$ cat config.mk
export PLATFORM = sky130hd
export DESIGN_NAME = ks_mp_adder_seq
export DESIGN_NICKNAME = d
export VERILOG_FILES = /design/src/rtl/ks_adder_pkg.sv /design/src/rtl/ks_adder_64.sv /design/src/rtl/ks_mp_adder_seq.sv
export SDC_FILE = /design/constraint.sdc
export NUM_CORES = 2
export LEC_CHECK = 0
export ABC_AREA = 1
export ABC_CLOCK_PERIOD_IN_PS = 26700
export CELL_PAD_IN_SITES_DETAIL_PLACEMENT = 0
export CELL_PAD_IN_SITES_GLOBAL_PLACEMENT = 2
export CORE_MARGIN = 2
export CORE_UTILIZATION = 27
export DETAILED_ROUTE_END_ITERATION = 12
export PLACE_DENSITY_LB_ADDON = 0.15
export SYNTH_ARGS = -nofsm -noshare
export SYNTH_HDL_FRONTEND = slang
export SYNTH_SLANG_ARGS = --single-unit
$ cat constraint.sdc
create_clock -name clk -period 26.7 [get_ports clk]
set_input_delay 4.005 -clock clk [delete_from_list [all_inputs] [get_ports clk]]
set_output_delay 4.005 -clock clk [all_outputs]
set_load 0.01 [all_outputs]
$ cat src/rtl/ks_adder_pkg.sv
// Shared definitions for the Kogge-Stone adder family: word width, the
// multi-precision sequencer state type and a ceiling-log2 helper.
package ks_adder_pkg;

    localparam int unsigned WORD_W = 64;

    typedef enum logic [1:0] {
        S_IDLE = 2'd0,
        S_RUN  = 2'd1,
        S_DONE = 2'd2
    } state_t;

    function automatic int unsigned clog2(input int unsigned v);
        int unsigned r;
        r = 0;
        while ((64'd1 << r) < 64'(v)) r = r + 1;
        return r;
    endfunction

endpackage

$ cat src/rtl/ks_adder_64.sv
// 64-bit Kogge-Stone parallel-prefix adder with carry-in and carry-out.
module ks_adder_64
    import ks_adder_pkg::*;
(
    input  logic [WORD_W-1:0] a,
    input  logic [WORD_W-1:0] b,
    input  logic              cin,
    output logic [WORD_W-1:0] sum,
    output logic              cout
);

    localparam int unsigned LVLS = clog2(WORD_W);

    logic [WORD_W-1:0] p;
    logic [WORD_W-1:0] gk [0:LVLS];
    logic [WORD_W-1:0] pk [0:LVLS];

    assign p = a ^ b;

    // Carry-in folded into bit 0's generate, so prefix output i is the carry out of bit i.
    assign gk[0] = (a & b) | {{(WORD_W-1){1'b0}}, p[0] & cin};
    assign pk[0] = p;

    for (genvar l = 0; l < LVLS; l++) begin : g_lvl
        localparam int unsigned D = 1 << l;
        assign gk[l+1] = gk[l] | (pk[l] & (gk[l] << D));
        assign pk[l+1] = pk[l] & ~(~pk[l] << D);
    end

    assign sum  = p ^ {gk[LVLS][WORD_W-2:0], cin};
    assign cout = gk[LVLS][WORD_W-1];

endmodule

$ cat src/rtl/ks_mp_adder_seq.sv
// Multi-precision add/subtract: streams NWORDS words LSW-first through one
// ks_adder_64, rippling the carry through a register between words.
module ks_mp_adder_seq #(
    parameter int unsigned WORD_W = ks_adder_pkg::WORD_W,
    parameter int unsigned NWORDS = 4
) (
    input  logic                     clk,
    input  logic                     rst,
    input  logic                     in_valid,
    output logic                     in_ready,
    input  logic [WORD_W*NWORDS-1:0] in_a,
    input  logic [WORD_W*NWORDS-1:0] in_b,
    input  logic                     in_cin,
    input  logic                     in_sub,
    output logic                     out_valid,
    input  logic                     out_ready,
    output logic [WORD_W*NWORDS-1:0] out_sum,
    output logic                     out_cout,
    output logic                     out_ovf
);

    localparam int unsigned TW = WORD_W * NWORDS;

    if (WORD_W != ks_adder_pkg::WORD_W) begin : g_bad_word_w
        $error("ks_mp_adder_seq: WORD_W must equal the ks_adder_64 width");
    end
    if (NWORDS < 2 || NWORDS > 16) begin : g_bad_nwords
        $error("ks_mp_adder_seq: NWORDS must be in 2..16");
    end

    ks_adder_pkg::state_t state_q, state_d;

    logic [TW-1:0]     a_q, b_q, sum_q;
    logic              carry_q;
    logic [NWORDS-1:0] word_q;
    logic              cout_q, ovf_q;
    logic              last_word;
    logic [WORD_W-1:0] add_sum;
    logic              add_cout;

    // One-hot word position; all-zero outside RUN, so the top bit marks the final word.
    assign last_word = word_q[NWORDS-1];

    ks_adder_64 u_add (
        .a    (a_q[WORD_W-1:0]),
        .b    (b_q[WORD_W-1:0]),
        .cin  (carry_q),
        .sum  (add_sum),
        .cout (add_cout)
    );

    always_ff @(posedge clk or posedge rst) begin
        if (rst) state_q <= ks_adder_pkg::S_IDLE;
        else     state_q <= state_d;
    end

    always_comb begin
        state_d = state_q;
        unique case (state_q)
            ks_adder_pkg::S_IDLE: if (in_valid)  state_d = ks_adder_pkg::S_RUN;
            ks_adder_pkg::S_RUN:  if (last_word) state_d = ks_adder_pkg::S_DONE;
            ks_adder_pkg::S_DONE: if (out_ready) state_d = ks_adder_pkg::S_IDLE;
            default:                             state_d = ks_adder_pkg::S_IDLE;
        endcase
    end

    assign in_ready  = (state_q == ks_adder_pkg::S_IDLE);
    assign out_valid = (state_q == ks_adder_pkg::S_DONE);

    always_ff @(posedge clk or posedge rst) begin
        if (rst) begin
            a_q     <= '0;
            b_q     <= '0;
            sum_q   <= '0;
            carry_q <= 1'b0;
            word_q  <= '0;
            cout_q  <= 1'b0;
            ovf_q   <= 1'b0;
        end else if (state_q == ks_adder_pkg::S_IDLE) begin
            if (in_valid) begin
                a_q     <= in_a;
                b_q     <= in_sub ? ~in_b : in_b;
                carry_q <= in_sub | in_cin;
                word_q  <= {{(NWORDS-1){1'b0}}, 1'b1};
            end
        end else if (state_q == ks_adder_pkg::S_RUN) begin
            // Operands shift down so word 0 always feeds the adder; sum fills from the top.
            a_q     <= a_q >> WORD_W;
            b_q     <= b_q >> WORD_W;
            sum_q   <= {add_sum, sum_q[TW-1:WORD_W]};
            carry_q <= add_cout;
            word_q  <= word_q << 1;
            if (last_word) begin
                cout_q <= add_cout;
                ovf_q  <= (a_q[WORD_W-1] == b_q[WORD_W-1]) &&
                          (add_sum[WORD_W-1] != a_q[WORD_W-1]);
            end
        end
    end

    assign out_sum  = sum_q;
    assign out_cout = cout_q;
    assign out_ovf  = ovf_q;

endmodule
==> After elaboration in Yosys (flattened, before gate mapping) <==
Cells that the tools add are included.
{ "totals": {"inputBits": 518, "word_cells": 74, "out_inout_bits": 260, "ff_bits": 777} }
{ "classes": {"n_eq_ne": 7, "n_reduce_logical": 7, "n_bitwise": 35, "muxes": 17} }
{ "op_table": {"columns": ["op", "n"], "rows": [
  ["256-bit 2-to-1 mux", 7],
  ["64-bit bitwise AND", 12],
  ["64-bit OR", 6],
  ["64-bit inverter", 5],
  ["256-bit inverter", 1],
  ["64-bit XOR", 2],
  ["64-bit by 1-bit OR with 64-bit output", 1],
  ["63-bit inverter", 1],
  ["62-bit inverter", 1],
  ["60-bit inverter", 1],
  ["56-bit inverter", 1],
  ["48-bit inverter", 1],
  ["4-bit 2-to-1 mux", 3],
  ["2-bit 2-to-1 mux", 3],
  ["2-bit one-hot mux with 3 select lines", 1],
  ["3-bit AND reduction", 2],
  ["2-bit inequality test (second input constant)", 2],
  ["2-bit AND reduction", 2],
  ["1-bit 2-to-1 mux", 3],
  ["2-bit by 1-bit == test with 1-bit output (second input constant)", 1],
  ["2-bit == test (second input constant)", 1],
  ["2-bit logical NOT", 1],
  ["2-bit by 1-bit inequality test with 1-bit output (second input constant)", 1],
  ["2-bit nonzero test", 1],
  ["other kinds (6)", 6]
]} }

==> Depth between registers and ports, before layout <==
{ "depth": {"ltp_word": 21, "ltp_mapped": 16, "depth_no_buf": 16} }

==> Modules after synthesis <==
A second synthesis with hierarchy kept.
{ "unflattened": {"cells_unflattened": 6738, "area_unflattened_um2": 45208.4} }
{ "modules_own_cells": {"columns": ["module", "area_per_inst_um2", "seq_area_each_um2", "cells_each", "n_inst"], "rows": [
  ["ks_mp_adder_seq", 39247.6, 19443.6, 5441, 1],
  ["ks_adder_64", 5960.7, 0.0, 1297, 1]
]} }

==> Least setup slack after synthesis <==
No wires, ideal clock.
{ "synth_timing": {"path_type": "reg-to-output", "from": "register state_q[0]", "to": "output port in_ready", "arrival_time_ns": 1.171, "required_time_ns": 22.695, "n_path_buf": 3, "path_slack_ns": 21.524, "stages_incl_launch_ff": 5, "cell_sequence": "dfrtp_1 -> nor2_1 -> buf_4 -> buf_2 -> buf_1"} }
{ "synth_via": {"elab_chain_cells": 1} }
{ "synth_rtl": {"columns": ["element", "line_no", "source"], "rows": [
  ["from (decl)", "ks_mp_adder_seq.sv:31", "ks_adder_pkg::state_t state_q, state_d;"],
  ["from (signal assigned)", "ks_mp_adder_seq.sv:53", "if (rst) state_q <= ks_adder_pkg::S_IDLE;"],
  ["from (signal assigned)", "ks_mp_adder_seq.sv:54", "else state_q <= state_d;"],
  ["2-bit logical NOT", "ks_mp_adder_seq.sv:67", "assign in_ready = (state_q == ks_adder_pkg::S_IDLE);"],
  ["to (decl)", "ks_mp_adder_seq.sv:10", "output logic in_ready,"]
]} }
No other way between the ends.

==> results.cfg <==
[synthesis]
synthArstFlopShare_pct = 100.0
synth_ff_type = dfrtp_1
ys_seq_elements = 777
synth_top_area_share_pct = 48.28
synth.distinct_cells = 32
ys_seq_area_share_pct = 48.28
syn_area_per_cell_um2 = 7.703
synth_top_family_by_area = simple AND/OR/NAND/NOR gates
netlist_top_cells_area = dfrtp_1 (48%), nand2_1 (14%), o21ai_0 (9.4%)
netlist_instances = 5228
synth-simple-area-share_pct = 17.62
ys_warn_count = 0
muxShareOfSynthArea_pct = 0
yosysTopAreaCell = dfrtp_1
synth_compound_area_share_pct = 15.88
synth_area_um2 = 40270
synth_edf_count = 0
synth-adder-area-share_pct = 2.057
synth_xor_area_share_pct = 6.111
syn_nets = 5811

[cts]
cts_buffers = 96
insertion_delay_ns = 0.73
root_buffer = clkbuf_16
cts_tree = yes
cts_resized = 0
htreeDepth = 3
clockBufferDepth = 3
clkSinkCount = 777
post_cts_buffers = 0
hold_buffers = 0
cts.clk_slew.worst_paths_ns = 0.06

[grt]
grt.overflow.total = 0
grt_pass1_vias = 35810
grt_first_pass_wirelength_mm = 244.2
grt_use_total_pct = 21.63
grt_start_max_net_pins = 193
antenna_found_initial = 63

[setup_path]
start_kind = primary input
crit_fanout = 104
worstSetupEndpointType = asynchronous set/reset pin
arrival_ns = 8.26
max_stage_delay_ns = 0.77
slowest_stage = buf_4
critical_path_class = in2async
path_common_cell = buf_4
cp_cell_sequence = clkdlybuf4s50_1, inv_8, buf_4, buf_4, buf_4, buf_4
worst_ep_required_time_ns = 27.44

[power_and_ir_drop]
swShare_pct = 47.88
seqPwrFrac_pct = 29.3
power_per_cell_area_nw_per_um2 = 137.1
ir_drop_mv = 0.09450
p_switching_mw = 3.461
power.share.clock_pct = 17.8
combPwrFrac_pct = 52.9
p_int_mw = 3.767
power.leakage_nw = 25.13

[route]
wire_per_inst_um = 21.22
num_vias = 35650
drc = 0
drt-initial-drc-count = 2376
via_per_inst = 4.522
wl_mm = 167.3
first_pass_iters = 5
postRouteAntennaNets = 0

[timing]
fin_crit_ns = 7.518
drv_slew = 0
fmax_ghz = 0.1330
relSlewSlack_pct = 27.38
final-setup-viol-count = 0
worstMarginPinSlew_ns = 1.089
setup_tns_ns = 0
finalCritPeriodShare_pct = 28.16
hold_ws_ns = 0.4655
rsz0062_at_grt = false
hold_viol = 0
fin_worst_skew_ns = 0.05114

[floorplanning]
ios = 778
die-area_um2 = 152300
die_h_um = 390.2
rows = 141
die_w_um = 390.2
start_util_pct = 27.24
core_area_um2 = 147800

[final_layout]
regArea_um2 = 19440
final_common_cell = nand2_1
final_cell_mix = nand2_1 (1469), dfrtp_1 (777), clkdlybuf4s50_1 (775)
multi_input_area_um2 = 16810
fin_area_um2 = 52710
area_growth_pct = 30.87
fillers = 15900
layout-drive-gt1-share_pct = 3.144
fin_nets = 6430

[hold_path]
hp-class = reg2reg

[placed_design]
io_buffers = 777
routabilityCongestion = 0.8634
dpl-instance-area_um2 = 49550
hpwl_mm = 123.4

[run]
drv_cap = 0

[outcome]
outcome = finished, final reports clean
==> cells in the mapped netlist, types with 5 or more instances <==
library cell / count
a21oi_1: 236
buf_1: 5
buf_2: 77
buf_6: 10
clkbuf_1: 195
dfrtp_1: 777
ha_1: 63
inv_1: 736
nand2_1: 1470
nand3_1: 145
nand3b_1: 11
nor2_1: 168
nor3_1: 14
o21ai_0: 760
o21ai_1: 185
o22ai_1: 67
xnor2_1: 89
xor2_1: 192
==> through the flow <==
step	util, %	std cells	total power [mW]	setup slack, ns
finish	35.65	7883	7.228	19.18
global route	35.64	7878	7.894	18.57
detailed placement	33.51	7679	6.034	18.20
global placement	33.51	7679	6.005	18.15
CTS	35.59	7846	7.360	18.95
floorplan	-	5228	4.384	0.8817
==> metal layers <==
layer | share of wire (%) | wire, µm | GRT usage, %
met2 | 46 | 76250 | 33.67
met4 | 2.9 | 4921 | 7.996
met3 | 5.8 | 9655 | 4.896
met5 | 0.16 | 260 | 0
met1 | 46 | 76200 | 29.24
==> power by group through the flow <==
stage | registers (mW) | logic [mW] | clock network [mW]
floorplan | 2.07 | 2.31 | 0
global placement | 2.14 | 3.87 | 0
detailed placement | 2.15 | 3.89 | 0
CTS | 2.13 | 3.90 | 1.33
global route | 2.18 | 4.34 | 1.37
finish | 2.12 | 3.82 | 1.29
==> cells by family (layout without fill, tap and decap cells) <==
group / Yosys count / in the layout
AO/OA/AOI/OAI: 1257 / 1257
XOR/XNOR: 281 / 281
adder cells (fa/ha/maj): 65 / 65
buffers and inverters: 1030 / 1718
flip-flops: 777 / 777
other: 0 / 37
AND/OR/NAND/NOR: 1818 / 1818
==> layout make-up <==
class / instances / share of cell area (%)
inverter: 740 / 5.327
tap: 1930 / 4.581
clock inverter: 19 / 0.4178
clock buffer: 148 / 5.405
multi-input combinational: 3421 / 31.89
sequential: 777 / 36.89
timing repair buffer: 811 / 15.31
antenna: 37 / 0.1757
==> worst max-delay path, delay by kind of cell <==
kind	cells	cell delay, ns
buf+inv	6	4.00
==> worst paths after layout <==
kind / cells past startpoint / end / slack [ns] / startpoint
min in group asynchronous: 2 / a_q[70] / 3.84 / rst
setup reg to reg: 9 / a_q[170] / 22.84 / state_q[0]
setup / recovery: 6 / out_sum[186] / 19.18 / rst
max in group clk: 8 / a_q[170] / 19.94 / in_valid
hold reg to reg: 1 / state_q[0] / 0.47 / word_q[3]
hold / removal: 1 / state_q[0] / 0.47 / word_q[3]
==> registers in the layout, indices dropped and copies added (netlist names) <==
| name | flops |
|---|---|
| b_q | 256 |
| word_q | 4 |
| state_q | 2 |
| a_q | 256 |
| out_cout | 1 |
| out_sum | 256 |
| carry_q | 1 |
| out_ovf | 1 |
(Power assumes the default switching activity.)
